$ cat src/rtl/cpu_pkg.sv
// ============================================================================
// Module      : cpu_pkg
// Description : Shared fetch-stage types, widths and default encodings.
// Revision    : 1.0 - initial release
// ============================================================================
`default_nettype none

package cpu_pkg;

  localparam int unsigned c_xlen = 32;

  localparam logic [c_xlen-1:0] c_nopInstr = 32'h0000_0000;
  localparam logic [c_xlen-1:0] c_resetPc  = 32'h0000_0000;

  typedef enum logic [1:0] {
    FETCH = 2'b00,
    HOLD  = 2'b01,
    KILL  = 2'b10
  } fetchState_t;

  // Sequential PC advance; wraps modulo 2^32 with no overflow indication.
  function automatic logic [c_xlen-1:0] pcIncr(input logic [c_xlen-1:0] pc);
    return pc + 32'd4;
  endfunction

endpackage

`default_nettype wire

$ cat src/rtl/if_id_reg.sv
// ============================================================================
// Module      : if_id_reg
// Description : IF/ID pipeline register; flush and bubble both insert a NOP.
// Revision    : 1.0 - initial release
// ============================================================================
`default_nettype none

module if_id_reg
  import cpu_pkg::*;
#(
  parameter logic [c_xlen-1:0] NOP_INSTR = c_nopInstr
) (
  input  logic              clk,
  input  logic              rst,
  input  logic              i_writeEn,
  input  logic              i_flush,
  input  logic              i_bubble,
  input  logic [c_xlen-1:0] i_instr,
  input  logic [c_xlen-1:0] i_pcPlus4,
  input  logic              i_valid,
  output logic [c_xlen-1:0] o_instr,
  output logic [c_xlen-1:0] o_pcPlus4,
  output logic              o_valid
);

  logic [c_xlen-1:0] r_instr;
  logic [c_xlen-1:0] r_pcPlus4;
  logic              r_valid;

  // Flush ignores the write enable: a redirect must beat a hazard stall.
  always_ff @(posedge clk or posedge rst) begin
    if (rst) begin
      r_instr   <= NOP_INSTR;
      r_pcPlus4 <= '0;
      r_valid   <= 1'b0;
    end else if (i_flush) begin
      r_instr   <= NOP_INSTR;
      r_pcPlus4 <= i_pcPlus4;
      r_valid   <= 1'b0;
    end else if (i_writeEn) begin
      r_pcPlus4 <= i_pcPlus4;
      if (i_bubble) begin
        r_instr <= NOP_INSTR;
        r_valid <= 1'b0;
      end else begin
        r_instr <= i_instr;
        r_valid <= i_valid;
      end
    end
  end

  assign o_instr   = r_instr;
  assign o_pcPlus4 = r_pcPlus4;
  assign o_valid   = r_valid;

endmodule

`default_nettype wire

$ cat src/rtl/fetch_stage.sv
// ============================================================================
// Module      : fetch_stage
// Description : Instruction fetch with req/ready memory handshake, one-entry
//               skid buffer, hazard stalls and decode-resolved branch redirect.
// Revision    : 1.0 - initial release
// ============================================================================
`default_nettype none

module fetch_stage
  import cpu_pkg::*;
#(
  parameter logic [c_xlen-1:0] RESET_PC  = c_resetPc,
  parameter logic [c_xlen-1:0] NOP_INSTR = c_nopInstr
) (
  input  logic              clk,
  input  logic              reset,
  input  logic              write_pc,
  input  logic              write_ifid,
  input  logic              branch_taken,
  input  logic [c_xlen-1:0] branch_target,
  output logic              imem_req,
  output logic [c_xlen-1:0] imem_addr,
  input  logic              imem_ready,
  input  logic [c_xlen-1:0] imem_rdata,
  output logic [c_xlen-1:0] instruction,
  output logic [c_xlen-1:0] pc_plus4,
  output logic              ifid_valid
);

  fetchState_t       r_state;
  fetchState_t       w_nextState;
  logic [c_xlen-1:0] r_pc;
  logic [c_xlen-1:0] w_nextPc;
  logic [c_xlen-1:0] r_skid;
  logic [c_xlen-1:0] w_nextSkid;
  logic [c_xlen-1:0] r_redirectPc;
  logic [c_xlen-1:0] w_nextRedirect;
  logic              r_active;

  logic              w_stall;
  logic              w_accept;
  logic              w_ifidWe;
  logic              w_ifidFlush;
  logic              w_ifidBubble;
  logic [c_xlen-1:0] w_ifidInstr;

  assign w_stall  = !write_pc | !write_ifid;
  // r_active keeps the request low through reset and the first edge after it,
  // so a stray ready in that window never counts as an acceptance.
  assign imem_req  = r_active & ((r_state == FETCH) | (r_state == KILL));
  assign imem_addr = r_pc;
  assign w_accept  = imem_req & imem_ready;

  always_ff @(posedge clk or posedge reset) begin
    if (reset) begin
      r_state      <= FETCH;
      r_pc         <= RESET_PC;
      r_skid       <= '0;
      r_redirectPc <= '0;
      r_active     <= 1'b0;
    end else begin
      r_state      <= w_nextState;
      r_pc         <= w_nextPc;
      r_skid       <= w_nextSkid;
      r_redirectPc <= w_nextRedirect;
      r_active     <= 1'b1;
    end
  end

  always_comb begin
    w_nextState    = r_state;
    w_nextPc       = r_pc;
    w_nextSkid     = r_skid;
    w_nextRedirect = r_redirectPc;
    w_ifidWe       = 1'b0;
    w_ifidFlush    = 1'b0;
    w_ifidBubble   = 1'b0;
    w_ifidInstr    = imem_rdata;
    case (r_state)
      FETCH: begin
        if (branch_taken) begin
          w_ifidFlush = 1'b1;
          if (w_accept) begin
            w_nextPc = branch_target;
          end else begin
            w_nextRedirect = branch_target;
            w_nextState    = KILL;
          end
        end else if (w_accept) begin
          if (!w_stall) begin
            w_ifidWe = 1'b1;
            w_nextPc = pcIncr(r_pc);
          end else begin
            w_nextSkid  = imem_rdata;
            w_nextState = HOLD;
          end
        end else if (!w_stall) begin
          w_ifidWe     = 1'b1;
          w_ifidBubble = 1'b1;
        end
      end
      HOLD: begin
        if (branch_taken) begin
          w_nextPc    = branch_target;
          w_ifidFlush = 1'b1;
          w_nextState = FETCH;
        end else if (!w_stall) begin
          w_ifidWe    = 1'b1;
          w_ifidInstr = r_skid;
          w_nextPc    = pcIncr(r_pc);
          w_nextState = FETCH;
        end
      end
      KILL: begin
        // The wrong-path response is still owed; drain it, then redirect.
        w_ifidFlush = 1'b1;
        if (branch_taken) begin
          w_nextRedirect = branch_target;
        end
        if (w_accept) begin
          w_nextPc    = branch_taken ? branch_target : r_redirectPc;
          w_nextState = FETCH;
        end
      end
      default: begin
        w_nextState = FETCH;
      end
    endcase
  end

  if_id_reg #(
    .NOP_INSTR (NOP_INSTR)
  ) u_ifId (
    .clk       (clk),
    .rst       (reset),
    .i_writeEn (w_ifidWe),
    .i_flush   (w_ifidFlush),
    .i_bubble  (w_ifidBubble),
    .i_instr   (w_ifidInstr),
    .i_pcPlus4 (pcIncr(r_pc)),
    .i_valid   (1'b1),
    .o_instr   (instruction),
    .o_pcPlus4 (pc_plus4),
    .o_valid   (ifid_valid)
  );

endmodule

`default_nettype wire

$ cat config.mk
export PLATFORM = sky130hd
export DESIGN_NAME = fetch_stage
export DESIGN_NICKNAME = d
export VERILOG_FILES = /design/src/rtl/cpu_pkg.sv /design/src/rtl/if_id_reg.sv /design/src/rtl/fetch_stage.sv
export SDC_FILE = /design/constraint.sdc
export NUM_CORES = 1
export LEC_CHECK = 0
export ABC_AREA = 1
export CORE_MARGIN = 2
export CORE_UTILIZATION = 33
export CTS_CLUSTER_DIAMETER = 120
export DETAILED_ROUTE_END_ITERATION = 10
export HOLD_SLACK_MARGIN = 0.08
export PLACE_DENSITY = 0.52
export SYNTH_ARGS = -nofsm -noshare
export SYNTH_HDL_FRONTEND = slang
export SYNTH_HIERARCHICAL = 1
export SYNTH_SLANG_ARGS = --single-unit
$ cat constraint.sdc
create_clock -name clk -period 3.45 [get_ports clk]
set_input_delay 0.5175 -clock clk [delete_from_list [all_inputs] [get_ports clk]]
set_output_delay 0.5175 -clock clk [all_outputs]
set_load 0.05 [all_outputs]
==> flow_metrics.py, run 1 <==
metrics = {
    "outcome": {
        "status": "complete, no violations",
    },
    "global_route": {
        "grt_use_total": 0.1925,
        "grt_pass1_wl_mm": 43.36,
        "grt_start_max_net_pins": 78,
        "grt_pass1_vias": 7879,
        "overflow": 0,
        "antenna_found_initial": 0,
    },
    "pwr": {
        "p_leak_nw": 5.443,
        "power_density_nw_per_um2": 634.0,
        "vdd_drop_max_mv": 0.2500,
    },
    "synthesis": {
        "yosys.area.top_type": "dfrtp_1",
        "synth_ff_type": "dfrtp_1",
        "synth_top_area_share": 0.4589,
        "synth_edf_count": 0,
        "async_flop_share": 1.000,
        "muxShareOfSynthArea": 0,
        "ys_ff_latch": 164,
        "synthTopCellsByArea": "dfrtp_1 (46%), nand2_1 (23%), o21ai_0 (5.8%)",
        "yosys.area_share.adder": 0.001399,
        "avgSynthCellArea_um2": 7.081,
        "synth_cell_types": 35,
        "synth_simple_gate_area_frac": 0.3269,
        "synth-compound-area-share": 0.1269,
        "yosys.area_share.xor_xnor": 0.01805,
        "synth_area_um2": 8944,
        "yosys_warnings": 6,
        "synth_top_family_by_area": "simple AND/OR/NAND/NOR gates",
        "seq_area_frac_synth": 0.4589,
        "syn_inst": 1263,
    },
    "worst_setup_path": {
        "arrival_ns": 1.87,
        "crit_path_start_kind": "register",
        "crit_buf_inv": 1,
        "crit_type": "reg -> out",
        "path_cells": "nor2_1 > clkdlybuf4s50_1",
        "cp-end-kind": "output pin",
        "critPathTopFamily": "buffers and inverters",
        "critPathMaxStageDelay_ns": 0.82,
        "slowest_stage": "clkdlybuf4s50_1",
        "cp_data_required_time_ns": 2.93,
        "crit_path_max_fanout": 6,
    },
    "clock_network": {
        "cts_buffers": 17,
        "cts_resized": 0,
        "insertion_delay_ns": 0.43,
        "cts_hold_buf": 0,
        "cts-root-buf": "clkbuf_16",
        "cts_setup_buffers": 0,
        "h-tree-depth": 4,
        "cts_tree": "yes",
        "cts_sinks": 164,
        "cts_buffer_depth": 2,
        "path_clk_slew_ns": 0.07,
    },
    "cells_and_area": {
        "layout-drive-gt1-share": 0.05887,
        "nFillCells": 2727,
        "n_antenna_cell": 0,
        "nets": 1468,
        "final_area_um2": 11470,
        "syn_to_final_growth_pct": 28.25,
    },
    "placement": {
        "gp_congestion": 0.8257,
        "dp_hpwl_mm": 18.09,
        "port_buffers": 167,
        "dpl_cell_area_um2": 10890,
    },
    "floorplan": {
        "start_util": 0.3337,
        "dieArea_um2": 28430,
        "die_h_um": 168.6,
        "num_rows": 60,
        "core_area_um2": 26800,
        "die-width_um": 168.6,
        "io_pins": 168,
    },
    "route": {
        "postRouteAntennaNets": 0,
        "routed_wl_mm": 27.02,
        "drc": 0,
        "wire_per_inst_um": 15.43,
        "first_pass_iters": 5,
        "drtIter0Drc": 588,
        "num_vias": 8429,
        "vias_per_cell": 4.814,
    },
    "sta": {
        "setup_violations": 0,
        "clock.fmax_mhz": 418.5,
        "hold_slack_ns": 0.4789,
        "drv_slew": 0,
        "rsz0062_at_grt": "no",
        "hold_violations": 0,
        "finalCritPeriodShare": 0.6926,
        "period_needed_ns": 2.390,
        "clock_skew_ns": 0.01068,
        "tightest_slew_ns": 1.144,
        "setup-tns-final_ns": 0,
        "max_slew_margin": 0.2364,
    },
    "min_path": {
        "hp-class": "reg -> reg",
    },
    "job": {
        "maxCapViolations": 0,
    },
}
==> synth_stat cells (2+ instances only) <==
| cell | n |
|---|---|
| nor3_1 | 2 |
| nor2_1 | 112 |
| buf_4 | 11 |
| clkbuf_1 | 34 |
| inv_2 | 3 |
| a211oi_1 | 2 |
| xnor2_1 | 5 |
| nand2_1 | 547 |
| inv_1 | 58 |
| xor2_1 | 6 |
| buf_6 | 2 |
| and2_1 | 2 |
| nor2_2 | 7 |
| a21oi_1 | 94 |
| xor2_2 | 4 |
| nand2_2 | 5 |
| nor2_4 | 7 |
| o21ai_1 | 2 |
| o21ai_0 | 103 |
| a31oi_1 | 14 |
| buf_2 | 19 |
| nand3_1 | 42 |
| nand3b_1 | 7 |
| dfrtp_1 | 164 |
==> registers in the layout, summed over array words and instances (netlist names) <==
signal	flops
r_skid	32
r_state	2
imem_addr	32
u_ifId/o_valid	1
r_redirectPc	32
u_ifId/o_instr	32
u_ifId/o_pcPlus4	32
r_active	1
==> placed cells by master (no fill, tap or decap), types with 2 or more instances in the layout <==
| cell type | n |
|---|---|
| a211oi_1 | 2 |
| clkinv_4 | 2 |
| nor3_1 | 2 |
| bufinv_16 | 2 |
| nor2_1 | 109 |
| inv_1 | 56 |
| xor2_1 | 6 |
| nor2_2 | 7 |
| clkinvlp_4 | 4 |
| and2_1 | 2 |
| a21oi_1 | 94 |
| inv_6 | 4 |
| a31oi_1 | 14 |
| nand3b_1 | 7 |
| clkdlybuf4s50_1 | 167 |
| nand3_1 | 42 |
| dfrtp_1 | 164 |
| nand2_2 | 6 |
| nor2_4 | 10 |
| nand2_1 | 546 |
| clkinv_2 | 2 |
| xor2_2 | 4 |
| clkbuf_16 | 17 |
| xnor2_1 | 5 |
| o21ai_0 | 103 |
| buf_4 | 13 |
| o21ai_1 | 2 |
| buf_12 | 4 |
| conb_1 | 2 |
| inv_2 | 4 |
==> cells by family (layout without fill, tap and decap cells) <==
logic type               Yosys count  count (layout)
flip-flops                       164             164
buffers and inverters            132             278
XOR/XNOR                          15              15
adder cells (fa/ha/maj)            1               1
other                              1               2
AND/OR/NAND/NOR                  732             732
AO/OA/AOI/OAI                    218             218
==> layout make-up <==
class                           instances  area [um2]  share of cell area
Clock buffer                           18       429.2             0.03742
Timing Repair Buffer                  184        1849              0.1612
Sequential cell                       164        4104              0.3578
Clock inverter                         14       152.6             0.01331
Tap cell                              341       426.7             0.03720
Multi-Input combinational cell        968        4265              0.3719
Inverter                               62       242.7             0.02116
==> metal layers <==
metal / up-vias / GRT usage / share of wire
met4: 0 / 0.05510 / 0.016
met5: - / 0 / 0
li1: 4277 / - / -
met2: 210 / 0.3031 / 0.45
met3: 23 / 0.02432 / 0.040
met1: 3919 / 0.2788 / 0.49
==> power by group <==
part / switching [W] / internal (W)
logic: 0.00177 / 0.000864
registers: 0.000361 / 0.00235
clock network: 0.000858 / 0.00108
total: 0.00299 / 0.00429
==> worst paths after layout <==
path | start | end | slack (ns) | depth (start not counted)
min | u_ifId/o_instr[22] | u_ifId/o_instr[22] | 0.48 | 2
min in group asynchronous | reset | u_ifId/o_instr[3] | 0.60 | 2
max | r_state[0] | imem_req | 1.06 | 2
max in group asynchronous | reset | imem_addr[5] | 2.14 | 3
min reg2reg | u_ifId/o_instr[22] | u_ifId/o_instr[22] | 0.48 | 2
max reg2reg | r_state[0] | r_redirectPc[1] | 1.29 | 6
==> worst reg2reg max path, stage by stage (launching register included) <==
cell and delay (ns):
dfrtp_1 0.49, nor2_2 0.44, inv_2 0.23, o31ai_4 0.09, buf_4 0.55, nor2_1 0.11, a31oi_1 0.17
==> stage by stage <==
| step | power (W) | utilization | worst slack, ns | instances |
|---|---|---|---|---|
| global placement | 0.005368 | 0.4063 | 0.8061 | 1719 |
| CTS | 0.007348 | 0.4280 | 1.020 | 1751 |
| finish | 0.007272 | 0.4280 | 1.060 | 1751 |
| floorplan | 0.004427 | - | 0.3421 | 1264 |
| detailed placement | 0.005387 | 0.4063 | 0.7068 | 1719 |
| global route | 0.007697 | 0.4280 | 0.9560 | 1751 |
(Power assumes the default switching activity.)
==> run 2, diff against run 1 <==
--- a/config.mk
+++ b/config.mk
@@ -11,7 +11,7 @@
 export CTS_CLUSTER_DIAMETER = 120
 export DETAILED_ROUTE_END_ITERATION = 10
 export HOLD_SLACK_MARGIN = 0.08
-export PLACE_DENSITY = 0.52
+export PLACE_DENSITY = 0.54
 export SYNTH_ARGS = -nofsm -noshare
 export SYNTH_HDL_FRONTEND = slang
 export SYNTH_HIERARCHICAL = 1
==> constraint.sdc (replaced) <==
create_clock -name clk -period 2 [get_ports clk]
set_input_delay 0.3 -clock clk [delete_from_list [all_inputs] [get_ports clk]]
set_output_delay 0.3 -clock clk [all_outputs]
set_load 0.05 [all_outputs]
==> flow_metrics.py, run 2 (same netlist as run 1, synthesis figures left out) <==
metrics = {
    "worst_setup_path": {
        "arrival_ns": 1.64,
        "critPathTopFamily": "buffers and inverters",
        "crit_path_start_kind": "register",
        "crit_path_max_fanout": 2,
        "crit_cells": 1,
        "cp_data_required_time_ns": 1.70,
        "slowest_stage": "clkdlybuf4s50_1",
        "cp-endpoint": "pc_plus4[17]",
        "critPathLaunch": "u_ifId/o_pcPlus4[17]",
        "reg2reg_setup_slack_ns": 0.12,
        "critPathMaxStageDelay_ns": 0.82,
        "rr_worst_depth": 10,
        "cp-end-kind": "output pin",
        "path_cells": "clkdlybuf4s50_1",
        "timing.rr.end": "imem_addr[16]",
        "rr_startpoint": "imem_addr[2]",
        "crit_buf_inv": 1,
        "crit_type": "reg -> out",
    },
    "pwr": {
        "pwr-share-comb": 0.362,
        "p_leak_nw": 5.653,
        "totalPowerFinal_w": 0.01263,
        "power.switching_w": 0.005174,
        "power_density_nw_per_um2": 1075,
        "seqPwrFrac": 0.368,
        "pwr-share-clk": 0.270,
        "vdd_drop_max_mv": 0.4115,
        "p_sw_frac": 0.4098,
        "p_int_w": 0.007452,
    },
    "global_route": {
        "grt_start_max_net_pins": 66,
        "antenna_found_initial": 0,
        "grt_use_total": 0.1920,
        "grt_pass1_vias": 7804,
        "overflow": 0,
        "grt_pass1_wl_mm": 43.17,
    },
    "outcome": {
        "status": "complete, no violations",
    },
    "clock_network": {
        "cts_sinks": 164,
        "cts_buffers": 17,
        "cts_setup_buffers": 0,
        "cts_buffer_depth": 2,
        "cts_tree": "yes",
        "insertion_delay_ns": 0.43,
        "cts-root-buf": "clkbuf_16",
        "path_clk_slew_ns": 0.07,
        "h-tree-depth": 4,
    },
    "min_path": {
        "hp-class": "in -> async",
    },
    "cells_and_area": {
        "nets": 1487,
        "syn_to_final_growth_pct": 31.31,
        "layout-drive-gt1-share": 0.08467,
        "n_antenna_cell": 0,
        "layout_common_cells": "nand2_1 (546), dfrtp_1 (163), clkdlybuf4s50_1 (130)",
        "final_common_cell": "nand2_1",
        "final_area_um2": 11740,
        "final_util": 0.4382,
    },
    "sta": {
        "drv_slew": 0,
        "setup_violations": 0,
        "clock.fmax_mhz": 515.1,
        "hold_violations": 0,
        "clock_skew_ns": 0.01342,
        "tightest_slew_ns": 0.5629,
        "period_needed_ns": 1.941,
        "setup-tns-final_ns": 0,
        "max_slew_margin": 0.6236,
        "finalCritPeriodShare": 0.9707,
        "rsz0062_at_grt": "yes",
    },
    "job": {
        "maxCapViolations": 0,
    },
    "placement": {
        "port_buffers": 167,
        "dp_hpwl_mm": 18.66,
        "gp_congestion": 0.8743,
        "dpl_cell_area_um2": 11160,
    },
    "floorplan": {
        "num_rows": 60,
        "die_h_um": 168.6,
        "io_pins": 168,
        "dieArea_um2": 28430,
        "die-width_um": 168.6,
        "start_util": 0.3337,
        "core_area_um2": 26800,
    },
    "route": {
        "drtIter0Drc": 568,
        "postRouteAntennaNets": 0,
        "drc": 0,
        "wire_per_inst_um": 15.11,
        "routed_wl_mm": 26.74,
        "first_pass_iters": 5,
        "num_vias": 8456,
        "vias_per_cell": 4.777,
    },
}
-- run 2: cell types whose count changed in the layout (fill, tap and decap cells not counted), sizes merged --
cell / change
buf: +36
clkbuf: +1
clkdlybuf4s50: -37
clkinvlp: -1
dlygate4sd2: +19
dlymetal6s2s: +1
-- run 2: worst min-delay path by stage --
stage	endpoint	cells after the start
6_report	r_skid[3]	2
5_1_grt	r_skid[3]	2
4_1_cts	r_skid[3]	2
3_5_place_dp	u_ifId/o_pcPlus4[14]	2
3_3_place_gp	u_ifId/o_instr[10]	2
2_1_floorplan	r_redirectPc[4]	2
-- run 2: layout make-up --
class                           count  area, um2
Multi-Input combinational cell    968       4265
Timing Repair Buffer              203       2103
Clock inverter                     13      146.4
Clock buffer                       19      452.9
Inverter                           62      244.0
Tap cell                          341      426.7
Fill cell                        2699      15060
Sequential cell                   164       4105
-- run 2: power groups by stage --
stage          clock network, W  logic [W]  registers, W
6_report                0.00341    0.00457       0.00465
2_1_floorplan                 0    0.00171       0.00593
4_1_cts                 0.00351    0.00461       0.00465
3_3_place_gp                  0    0.00463       0.00471
3_5_place_dp                  0    0.00466       0.00472
5_1_grt                 0.00367    0.00499       0.00475
-- run 2: what timing repair did --
action / in CTS / in global routing
hold buffers: 0 / 0
setup endpoints to repair: 19 / 3
resized for setup: 19 / 2
-- run 2: metal layers --
metal | global-route usage | part of all wire
met1 | 0.2747 | 0.49
met2 | 0.3070 | 0.46
met3 | 0.02806 | 0.037
met4 | 0.04723 | 0.013
met5 | 0 | 0
-- run 2: stage by stage --
stage,setup slack [ns],hold slack [ns],cells
2_1_floorplan,0.07355,0.4576,1264
3_3_place_gp,0.03974,0.4616,1738
3_5_place_dp,0.03756,0.4666,1738
4_1_cts,0.006543,0.3180,1770
5_1_grt,-0.02535,0.3537,1770
6_report,0.05859,0.3146,1770
==> run 3, diff against run 2 <==
--- a/config.mk
+++ b/config.mk
@@ -6,7 +6,6 @@
 export NUM_CORES = 1
 export LEC_CHECK = 0
 export ABC_AREA = 1
-export CORE_MARGIN = 2
 export CORE_UTILIZATION = 33
 export CTS_CLUSTER_DIAMETER = 120
 export DETAILED_ROUTE_END_ITERATION = 10
==> flow_metrics.py, run 3 (same netlist as run 1, synthesis figures left out) <==
metrics = {
    "route": {
        "num_vias": 8407,
        "drc": 12,
        "first_pass_iters": 8,
        "drtIter0Drc": 596,
        "vias_per_cell": 4.763,
        "wire_per_inst_um": 15.10,
        "postRouteAntennaNets": 0,
        "routed_wl_mm": 26.65,
    },
    "clock_network": {
        "cts_buffers": 17,
        "path_clk_slew_ns": 0.07,
        "cts_setup_buffers": 0,
        "cts_sinks": 164,
        "cts_buffer_depth": 2,
        "cts-root-buf": "clkbuf_16",
        "cts_tree": "yes",
        "insertion_delay_ns": 0.43,
        "h-tree-depth": 4,
        "cts_hold_buf": 0,
        "cts_resized": 13,
    },
    "floorplan": {
        "dieArea_um2": 27760,
        "num_rows": 59,
        "start_util": 0.3394,
        "core_area_um2": 26350,
        "die_h_um": 166.6,
        "io_pins": 168,
        "die-width_um": 166.6,
    },
    "global_route": {
        "overflow": 0,
        "antenna_found_initial": 0,
        "gr-max-usage-layer": "met2",
        "grtUsageMet1": 0.2844,
        "grt_pass1_wl_mm": 43.49,
        "grt_start_max_net_pins": 66,
        "use_met3": 0.03351,
        "grt_use_met2": 0.3058,
        "grt_use_total": 0.1987,
        "grt_pass1_vias": 7902,
    },
    "worst_setup_path": {
        "crit_path_max_fanout": 3,
        "cp_data_required_time_ns": 1.70,
        "crit_type": "reg -> out",
        "critPathTopFamily": "buffers and inverters",
        "slowest_stage": "clkdlybuf4s50_1",
        "critPathMaxStageDelay_ns": 0.82,
        "path_cells": "clkdlybuf4s50_1",
        "crit_path_start_kind": "register",
        "crit_buf_inv": 1,
        "arrival_ns": 1.65,
        "cp-end-kind": "output pin",
    },
    "sta": {
        "setup_violations": 0,
        "drv_slew": 0,
        "tightest_slew_ns": 0.5790,
        "hold_violations": 0,
        "finalCritPeriodShare": 0.9738,
        "clock_skew_ns": 0.009709,
        "max_slew_margin": 0.6128,
        "hold_slack_ns": 0.2042,
        "clock.fmax_mhz": 513.4,
        "period_needed_ns": 1.948,
    },
    "placement": {
        "dp_hpwl_mm": 18.64,
        "gp_congestion": 0.8387,
        "port_buffers": 167,
        "placed_cells": 1733,
    },
    "cells_and_area": {
        "syn_to_final_growth_pct": 30.71,
        "n_antenna_cell": 0,
        "layout-drive-gt1-share": 0.09161,
        "nets": 1488,
        "final_common_cell": "nand2_1",
        "final_cells": 1765,
        "layout_common_cells": "nand2_1 (546), dfrtp_1 (160), clkdlybuf4s50_1 (130)",
    },
    "pwr": {
        "vdd_drop_max_mv": 0.4849,
        "pwr-share-comb": 0.369,
        "seqPwrFrac": 0.371,
        "power_density_nw_per_um2": 1071,
        "pwr-share-clk": 0.260,
        "power.switching_w": 0.005194,
        "p_int_w": 0.007321,
        "p_leak_nw": 5.626,
        "p_sw_frac": 0.4150,
    },
    "outcome": {
        "failed_checks": "design-rule violations",
        "status": "finished with violations",
    },
    "job": {
        "maxCapViolations": 0,
    },
    "min_path": {
        "hp-class": "in -> async",
    },
}
## run 3: cell types whose count changed in the layout (fill, tap and decap cells not counted), sizes merged
| cell | delta |
|---|---|
| dlymetal6s2s | -1 |
| dlygate4sd2 | -6 |
| clkinv | +1 |
| bufinv | -1 |
| buf | +8 |
## run 3: cell type report
cell class	count	area (um2)
fill	2693	14660
timing repair buffer	204	2086
clock inverter	13	123.9
clock buffer	19	442.9
sequential	164	4109
multi-input combinational	968	4265
tap	335	419.2
inverter	62	244.0
## run 3: power by group through the flow
stage               sequential (W)  combinational [W]  clock, W
finish                     0.00465            0.00461   0.00326
detailed placement         0.00472            0.00468         0
CTS                        0.00465            0.00465   0.00335
global placement           0.00471            0.00464         0
global route               0.00474            0.00503   0.00346
floorplan                  0.00593            0.00171         0
## run 3: path summary, 6_finish.rpt
check / depth (start not counted) / endpoint / slack (ns) / startpoint
hold / removal: 2 / r_skid[5] / 0.20 / reset
setup / recovery: 1 / imem_addr[0] / 0.05 / imem_addr[0]
setup reg to reg: 10 / imem_addr[31] / 0.21 / imem_addr[15]
min in group clk: 3 / r_redirectPc[1] / 0.47 / branch_target[1]
max in group asynchronous: 3 / imem_addr[10] / 1.15 / reset
hold reg to reg: 2 / u_ifId/o_instr[6] / 0.48 / u_ifId/o_instr[6]
## run 3: stage by stage
stage          total power [W]  setup WS, ns  utilization  setup TNS, ns  area [um2]
3_5_place_dp          0.009399       0.01371       0.4225              0       11130
6_report               0.01252       0.05237       0.4436              0       11690
4_1_cts                0.01265       0.01788       0.4434              0       11690
5_1_grt                0.01323     -0.007684       0.4436      -0.007684       11690
2_1_floorplan         0.007638       0.07355            -              0        8951
3_3_place_gp          0.009348       0.03563       0.4225              0       11130
## run 3: metal layers
layer / part of all wire / vias to the layer above / wire length [um]
met1: 0.48 / 3852 / 12780
met2: 0.45 / 225 / 12070
met3: 0.053 / 23 / 1422
met5: 0 / - / 0
li1: - / 4307 / -
met4: 0.014 / 0 / 372
